`config.mk`:
```
export PLATFORM = sky130hd
export DESIGN_NAME = snake_core
export DESIGN_NICKNAME = d
export VERILOG_FILES = /design/src/rtl/snake_core.sv
export SDC_FILE = /design/constraint.sdc
export NUM_CORES = 2
export LEC_CHECK = 0
export BUFFER_PORTS_ARGS = -buffer_cell sky130_fd_sc_hd__buf_4
export CORE_UTILIZATION = 64
export CTS_BUF_LIST = sky130_fd_sc_hd__clkbuf_8
export CTS_CLUSTER_SIZE = 20
export DETAILED_ROUTE_END_ITERATION = 10
export PLACE_DENSITY = 0.8
export SLEW_MARGIN = 30
export SYNTH_ARGS = -nofsm -noshare
export SYNTH_HDL_FRONTEND = slang
export SYNTH_SLANG_ARGS = --single-unit
```
`constraint.sdc`:
```
create_clock -name i_clk -period 29.6 [get_ports i_clk]
set_clock_uncertainty 0.2 [all_clocks]
set_input_delay 0 -clock i_clk [delete_from_list [all_inputs] [get_ports i_clk]]
set_output_delay 0 -clock i_clk [all_outputs]
set_load 0.005 [all_outputs]
```
`src/rtl/snake_core.sv`:
```
// Snake game engine: grid RAM holds cell types, a ring FIFO holds body positions.
// One logic read port (registered) plus a registered render port that never stalls the game FSM.
module snake_core #(
  parameter int COLS    = 25,
  parameter int ROWS    = 19,
  parameter int MAX_LEN = 64,
  parameter int SCORE_W = 12,
  parameter int WRAP    = 1,
  parameter int START_X = 1,
  parameter int START_Y = 2
) (
  input  logic                      i_clk,
  input  logic                      i_rst,
  input  logic                      i_tick,
  input  logic                      i_dir_valid,
  input  logic [1:0]                i_dir_req,
  input  logic [9:0]                i_rnd,
  input  logic [4:0]                i_rd_x,
  input  logic [4:0]                i_rd_y,
  output logic [1:0]                o_rd_cell,
  output logic [SCORE_W-1:0]        o_score,
  output logic [SCORE_W-1:0]        o_hi_score,
  output logic [$clog2(MAX_LEN):0]  o_length,
  output logic                      o_busy,
  output logic                      o_game_over
);
  localparam int NCELL = COLS * ROWS;
  localparam int AW    = $clog2(NCELL);
  localparam int PW    = $clog2(MAX_LEN);
  localparam int LW    = PW + 1;
  localparam logic [4:0] XMAX = 5'(COLS - 1);
  localparam logic [4:0] YMAX = 5'(ROWS - 1);
  localparam logic [1:0] C_NONE = 2'd0, C_BODY = 2'd1, C_BRICK = 2'd2, C_APPLE = 2'd3;

  typedef enum logic [3:0] {
    S_CLR, S_INIT, S_GEN, S_GCHK, S_IDLE, S_RD, S_CHK, S_TAIL, S_HEAD, S_OVER
  } state_t;

  state_t            r_state, w_next;
  logic [1:0]        r_grid [0:NCELL-1];
  logic [9:0]        r_fifo [0:MAX_LEN-1];
  logic [1:0]        r_rda, r_rd_cell;
  logic [AW-1:0]     r_cnt, r_cand;
  logic [7:0]        r_fail;
  logic              r_scan, r_off, r_grow;
  logic [4:0]        r_head_x, r_head_y, r_nx, r_ny;
  logic [1:0]        r_mv_dir, r_pend_dir, r_last_dir;
  logic [PW-1:0]     r_wp, r_rp;
  logic [LW-1:0]     r_len;
  logic [SCORE_W-1:0] r_score, r_hi;

  logic          w_we, w_cand_ok, w_pop, w_off;
  logic [AW-1:0] w_waddr, w_raddr, w_cand_addr, w_new_addr, w_tail_addr;
  logic [1:0]    w_wdata;
  logic [4:0]    w_nx, w_ny;
  logic [9:0]    w_tail;

  function automatic logic [AW-1:0] f_addr(input logic [4:0] x, input logic [4:0] y);
    return AW'(int'(y) * COLS + int'(x));
  endfunction

  assign w_cand_ok   = (int'(i_rnd[4:0]) < COLS) && (int'(i_rnd[9:5]) < ROWS);
  assign w_cand_addr = f_addr(i_rnd[4:0], i_rnd[9:5]);
  assign w_new_addr  = f_addr(r_nx, r_ny);
  assign w_tail      = r_fifo[r_rp];
  assign w_tail_addr = f_addr(w_tail[4:0], w_tail[9:5]);
  // A full snake always drops its tail, so eating at MAX_LEN keeps the length fixed.
  assign w_pop       = !r_grow || (r_len == LW'(MAX_LEN));

  always_comb begin
    w_nx  = r_head_x;
    w_ny  = r_head_y;
    w_off = 1'b0;
    case (r_pend_dir)
      2'd0: if (r_head_x == XMAX) begin w_nx = 5'd0; w_off = 1'b1; end else w_nx = r_head_x + 5'd1;
      2'd1: if (r_head_x == 5'd0) begin w_nx = XMAX; w_off = 1'b1; end else w_nx = r_head_x - 5'd1;
      2'd2: if (r_head_y == 5'd0) begin w_ny = YMAX; w_off = 1'b1; end else w_ny = r_head_y - 5'd1;
      default: if (r_head_y == YMAX) begin w_ny = 5'd0; w_off = 1'b1; end else w_ny = r_head_y + 5'd1;
    endcase
  end

  always_ff @(posedge i_clk or posedge i_rst) begin
    if (i_rst) r_state <= S_CLR;
    else       r_state <= w_next;
  end

  always_comb begin
    w_next  = r_state;
    w_we    = 1'b0;
    w_waddr = r_cnt;
    w_wdata = C_NONE;
    w_raddr = r_cand;
    case (r_state)
      S_CLR: begin
        w_we = 1'b1;
        if (r_cnt == AW'(NCELL - 1)) w_next = S_INIT;
      end
      S_INIT: begin
        w_we    = 1'b1;
        w_waddr = f_addr(5'(START_X), 5'(START_Y));
        w_wdata = C_BODY;
        w_next  = S_GEN;
      end
      S_GEN: begin
        if (r_scan) begin
          w_raddr = r_cnt;
          w_next  = S_GCHK;
        end else if (w_cand_ok) begin
          w_raddr = w_cand_addr;
          w_next  = S_GCHK;
        end
      end
      S_GCHK: begin
        if (r_rda == C_NONE) begin
          w_we    = 1'b1;
          w_waddr = r_cand;
          w_wdata = C_APPLE;
          w_next  = S_IDLE;
        end else if (r_scan && r_cnt == AW'(NCELL - 1)) w_next = S_IDLE;
        else w_next = S_GEN;
      end
      S_IDLE: if (i_tick) w_next = S_RD;
      S_RD: begin
        if (r_off && WRAP == 0) w_next = S_OVER;
        else begin
          w_raddr = w_new_addr;
          w_next  = S_CHK;
        end
      end
      // The tail is still Body here, so running into it counts as a collision.
      S_CHK: w_next = (r_rda == C_BODY || r_rda == C_BRICK) ? S_OVER : S_TAIL;
      S_TAIL: begin
        if (w_pop) begin
          w_we    = 1'b1;
          w_waddr = w_tail_addr;
        end
        w_next = S_HEAD;
      end
      S_HEAD: begin
        w_we    = 1'b1;
        w_waddr = w_new_addr;
        w_wdata = C_BODY;
        w_next  = r_grow ? S_GEN : S_IDLE;
      end
      S_OVER:  w_next = S_CLR;
      default: w_next = S_CLR;
    endcase
  end

  always_ff @(posedge i_clk) begin
    if (w_we) r_grid[w_waddr] <= w_wdata;
    r_rda <= r_grid[w_raddr];
    if (r_state == S_INIT) r_fifo[r_wp] <= {5'(START_Y), 5'(START_X)};
    if (r_state == S_HEAD) r_fifo[r_wp] <= {r_ny, r_nx};
  end

  always_ff @(posedge i_clk or posedge i_rst) begin
    if (i_rst) begin
      r_rd_cell  <= C_NONE;
      r_cnt      <= '0;
      r_cand     <= '0;
      r_fail     <= '0;
      r_scan     <= 1'b0;
      r_off      <= 1'b0;
      r_grow     <= 1'b0;
      r_head_x   <= '0;
      r_head_y   <= '0;
      r_nx       <= '0;
      r_ny       <= '0;
      r_mv_dir   <= 2'd0;
      r_pend_dir <= 2'd0;
      r_last_dir <= 2'd0;
      r_wp       <= '0;
      r_rp       <= '0;
      r_len      <= '0;
      r_score    <= '0;
      r_hi       <= '0;
    end else begin
      r_rd_cell <= (int'(i_rd_x) < COLS && int'(i_rd_y) < ROWS) ?
                   r_grid[f_addr(i_rd_x, i_rd_y)] : C_NONE;
      // Reversal is judged against the last executed move, so two quick turns cannot reverse.
      if (i_dir_valid && i_dir_req != (r_last_dir ^ 2'b01)) r_pend_dir <= i_dir_req;
      case (r_state)
        S_CLR: begin
          r_cnt   <= (r_cnt == AW'(NCELL - 1)) ? '0 : r_cnt + 1'b1;
          r_score <= '0;
          r_wp    <= '0;
          r_rp    <= '0;
          r_len   <= '0;
        end
        S_INIT: begin
          r_wp       <= r_wp + 1'b1;
          r_len      <= LW'(1);
          r_head_x   <= 5'(START_X);
          r_head_y   <= 5'(START_Y);
          r_pend_dir <= 2'd0;
          r_last_dir <= 2'd0;
          r_fail     <= '0;
          r_scan     <= 1'b0;
        end
        S_GEN: begin
          if (r_scan) r_cand <= r_cnt;
          else if (w_cand_ok) r_cand <= w_cand_addr;
          else if (r_fail == 8'hFF) begin r_scan <= 1'b1; r_cnt <= '0; end
          else r_fail <= r_fail + 8'd1;
        end
        S_GCHK: begin
          if (r_rda != C_NONE) begin
            if (r_scan) r_cnt <= r_cnt + 1'b1;
            else if (r_fail == 8'hFF) begin r_scan <= 1'b1; r_cnt <= '0; end
            else r_fail <= r_fail + 8'd1;
          end
        end
        S_IDLE: begin
          if (i_tick) begin
            r_mv_dir <= r_pend_dir;
            r_nx     <= w_nx;
            r_ny     <= w_ny;
            r_off    <= w_off;
          end
        end
        S_CHK: begin
          r_grow <= (r_rda == C_APPLE);
          if (r_rda == C_APPLE && r_score != {SCORE_W{1'b1}}) r_score <= r_score + 1'b1;
        end
        S_TAIL: begin
          if (w_pop) r_rp <= r_rp + 1'b1;
          else       r_len <= r_len + 1'b1;
        end
        S_HEAD: begin
          r_wp       <= r_wp + 1'b1;
          r_head_x   <= r_nx;
          r_head_y   <= r_ny;
          r_last_dir <= r_mv_dir;
          r_fail     <= '0;
          r_scan     <= 1'b0;
        end
        S_OVER: begin
          if (r_score > r_hi) r_hi <= r_score;
          r_cnt <= '0;
        end
        default: ;
      endcase
    end
  end

  assign o_rd_cell   = r_rd_cell;
  assign o_score     = r_score;
  assign o_hi_score  = r_hi;
  assign o_length    = r_len;
  assign o_busy      = (r_state != S_IDLE);
  assign o_game_over = (r_state == S_OVER);
endmodule

```
==> summary.txt <==
Finish
  • Most frequent cells in the layout: edfxtp_1 (1590), nand2_1 (980), nor2_1 (624), mux4_2 (521), nand3_1 (408)
  • Reg area: 50400 um2
  • Area Overhead vs Synth: 9.49%
  • Final Util: a little over 70%
  • Commonest non-fill, non-tap cell in the layout: edfxtp_1
  • Final Instance Area: 88700 um2
  • Area of the multi-input gates: 28700 um2
  • Final nets: 6094
  • Layout cells sized above 1: 19.1%
  • Filler Cells Inserted: 7790

Routing
  • Post-route ant nets: 0
  • Pre-antenna DRT Iters: 9
  • WL final: about 230 mm
  • Mean routed wirelength per cell: 29.3 um
  • Iteration-0 DRC count of the detailed router: 9175
  • Vias: 55100
  • DRC errors left: 0
  • Via density: 7.09

Die
  • Core area: 126000 um2
  • Starting density of the core: 64.5%
  • Rows: 130
  • I/O pin cnt: 61
  • Die Y: about 360 um
  • Area of the die: 128000 um2
  • Die Span X: 358 um

Timing
  • Final WS setup: 20.54 ns
  • Setup-failing EPs final: 0
  • Min Tclk post-route: slightly above 9 ns
  • Fin. Hold Viols: 0
  • Max-slew violations: 0
  • Fin Setup TNS: 0 ns
  • Slew @ Worst Pin: 1.22 ns
  • Max frequency: 0.110 GHz
  • Final hold slack: 0.136 ns
  • Final Cycle Share: between 30% and 40%
  • Worst slew margin: 18.7%
  • RSZ-0062 raised after global routing: no

Clock tree
  • H-tree Lvls: 5
  • Root Driver: clkbuf_8
  • CTS Buffer Depth: 4
  • CTS tree: built
  • Total CTS buffers: 284
  • Clock sinks: 1695
  • Number of setup buffers added after CTS: 0
  • Reg clk slew, reported paths: 0.06 ns
  • Clock Latency Late Sink: roughly 1.0 ns

Critical path
  • Critical path type: reg -> reg
  • Crit path arrival time: 9.52 ns
  • CP endpoint kind: flip-flop
  • Worst EP required: 30.05 ns
  • Critical path peak fanout: 54
  • Setup crit start kind: flip-flop
  • R2R Setup Slk: 20.54 ns

Power
  • Leakage: 27.7 nW
  • VDD IR max: 57.9 uV
  • Power per cell area: 55.7 nW/um2

Logic synthesis
  • Top cells by area, synth: edfxtp_1 (59%), mux4_2 (14%), nand2_1 (4.6%), dfrtp_1 (3.2%), nor2_1 (3.1%)
  • Synth warn: 0
  • Synth cell types: 90
  • Synth area leader: edfxtp_1
  • Primary FF master, synth: edfxtp_1
  • Post-synthesis async set-or-reset flop share: 6.08%
  • Mean Syn Cell Area: 13.9 um2
  • Synth Cell Area: 81000 um2
  • Post-Syn Instances: between 5000 and 6000
  • Area fraction of the dominant cell type after synthesis: around 59%
  • Flops & latches, synth: between 1500 and 2000
  • Post-synthesis sequential area ratio: 62.2%
  • Number of enable flip-flop cells after synthesis: 1590
  • Syn Nets: 6005

Global routing
  • Pin count of the biggest net entering global routing: about 250
  • GRT Total Usage: 35.7%
  • First-pass GRT wire length: ~330 mm
  • Grt total ovfl: 0
  • Antenna violations before repair: 7
  • Vias in the first global route: 53700

Run status
  • Status: finished clean

Run
  • # Max-Cap Violations: 0

Placed design
  • Port buffer count: 60
  • Dpl hpwl: around 130 mm
  • Setup WS pre-CTS: ~20 ns
  • Final GP Congestion: 0.912
  • Placed Area: around 83000 um2

Worst hold path
  • Hold WC Path Type: in -> reg
## repair_timing
item,CTS,global route
gates resized for setup,0,0
hold endpoints to repair,130,0
hold buffers,55,0
## power by group
| group | internal [W] | leakage, nW | switching (W) |
|---|---|---|---|
| combinational | 0.000155 | 11.8 | 0.000280 |
| clock | 0.000990 | 2.91 | 0.000922 |
| sequential | 0.00258 | 13.0 | 0.00000465 |
## cell type report
type                       instances  area share [%]
timing repair buffer             228            2.32
inverter                         108           0.460
clock buffer                     296            4.60
tap                             1650            2.33
multi-input combinational       3606            32.4
clock inverter                   180            1.07
antenna                            8          0.0226
sequential                      1695            56.8
## state kept, by name, indices dropped and copies added, names as in the netlist, 5 cells and up
signal and flops:
r_rp 6, r_cand 9, r_nx 5, r_head_x 5, r_head_y 5, r_grid 950
r_wp 6, o_hi_score 12, r_cnt 9, o_score 12, r_ny 5, o_length 7
r_fifo 640, r_fail 8
## routing by layer
metal | up-vias | part of all wire, % | GRT usage [%]
li1 | 22500 | - | -
met5 | - | 0.020 | 0
met3 | 1117 | 13 | 9.41
met4 | 8 | 7.2 | 23.4
met1 | 26800 | 33 | 45.1
met2 | 4708 | 47 | 55.0
## synthesized netlist by cell type (23+ instances only)
master and instances:
mux2i_1 68, nand3_1 408, nand4_1 57, edfxtp_1 1590
nor3_1 28, nand2_1 997, a21oi_1 68, clkbuf_1 190
buf_2 135, buf_1 65, a311oi_1 62, dfrtp_1 103
ha_1 133, nor2_1 665, xnor2_1 23, buf_4 29
xor2_1 27, a31oi_1 53, and3_1 95, inv_1 108
o21ai_0 86, mux4_2 521
## worst max-delay path, stage by stage, from the launching register on
cell and delay (ns):
dfrtp_4 0.58, buf_6 0.59, buf_6 0.68, mux4_2 0.60, mux4_2 0.49, mux4_2 0.51
ha_1 0.32, ha_1 0.32, inv_1 0.07, fa_1 0.48, inv_1 0.04, ha_1 0.32
nor2b_1 0.15, o21ai_0 0.26, a21boi_0 0.20, o21ai_0 0.30, a21o_1 0.18, nand3_1 0.17
a31o_2 0.35, nor3_2 0.77, nand2_1 0.64, nor2_1 0.38
## stage by stage
| step | total power [W] | cells |
|---|---|---|
| floorplan | 0.00292 | 5834 |
| global placement | 0.00304 | 7228 |
| detailed placement | 0.00305 | 7228 |
| CTS | 0.00492 | 7759 |
| global route | 0.00506 | 7766 |
| finish | 0.00494 | 7771 |
## logic make-up (layout without fill, tap and decap cells)
kind of cell / after synthesis / in the layout / synth area share, %
and+or+nand+nor: 2343 / 2343 / 12.4
adders and majority gates: 145 / 145 / 2.35
AOI/OAI and AO/OA: 459 / 459 / 4.02
buffers and inverters: 533 / 812 / 2.87
muxes: 609 / 609 / 15.6
DFF: 1695 / 1695 / 62.2
xor gates and xnor gates: 50 / 50 / 0.541
other: 0 / 8 / 0
## final timing paths
| path | startpoint | end | cells past startpoint |
|---|---|---|---|
| min reg2reg | r_fail[0] | r_fail[0] | 1 |
| min | i_rnd[4] | r_cand[1] | 6 |
| min in group asynchronous | i_rst | r_head_y[1] | 5 |
| max in group asynchronous | i_rst | r_cnt[7] | 6 |
| max reg2reg | r_rp[0] | r_grid[445][0] | 21 |
| max | r_rp[0] | r_grid[445][0] | 21 |
No activity file was read; power rests on OpenSTA's default activity.
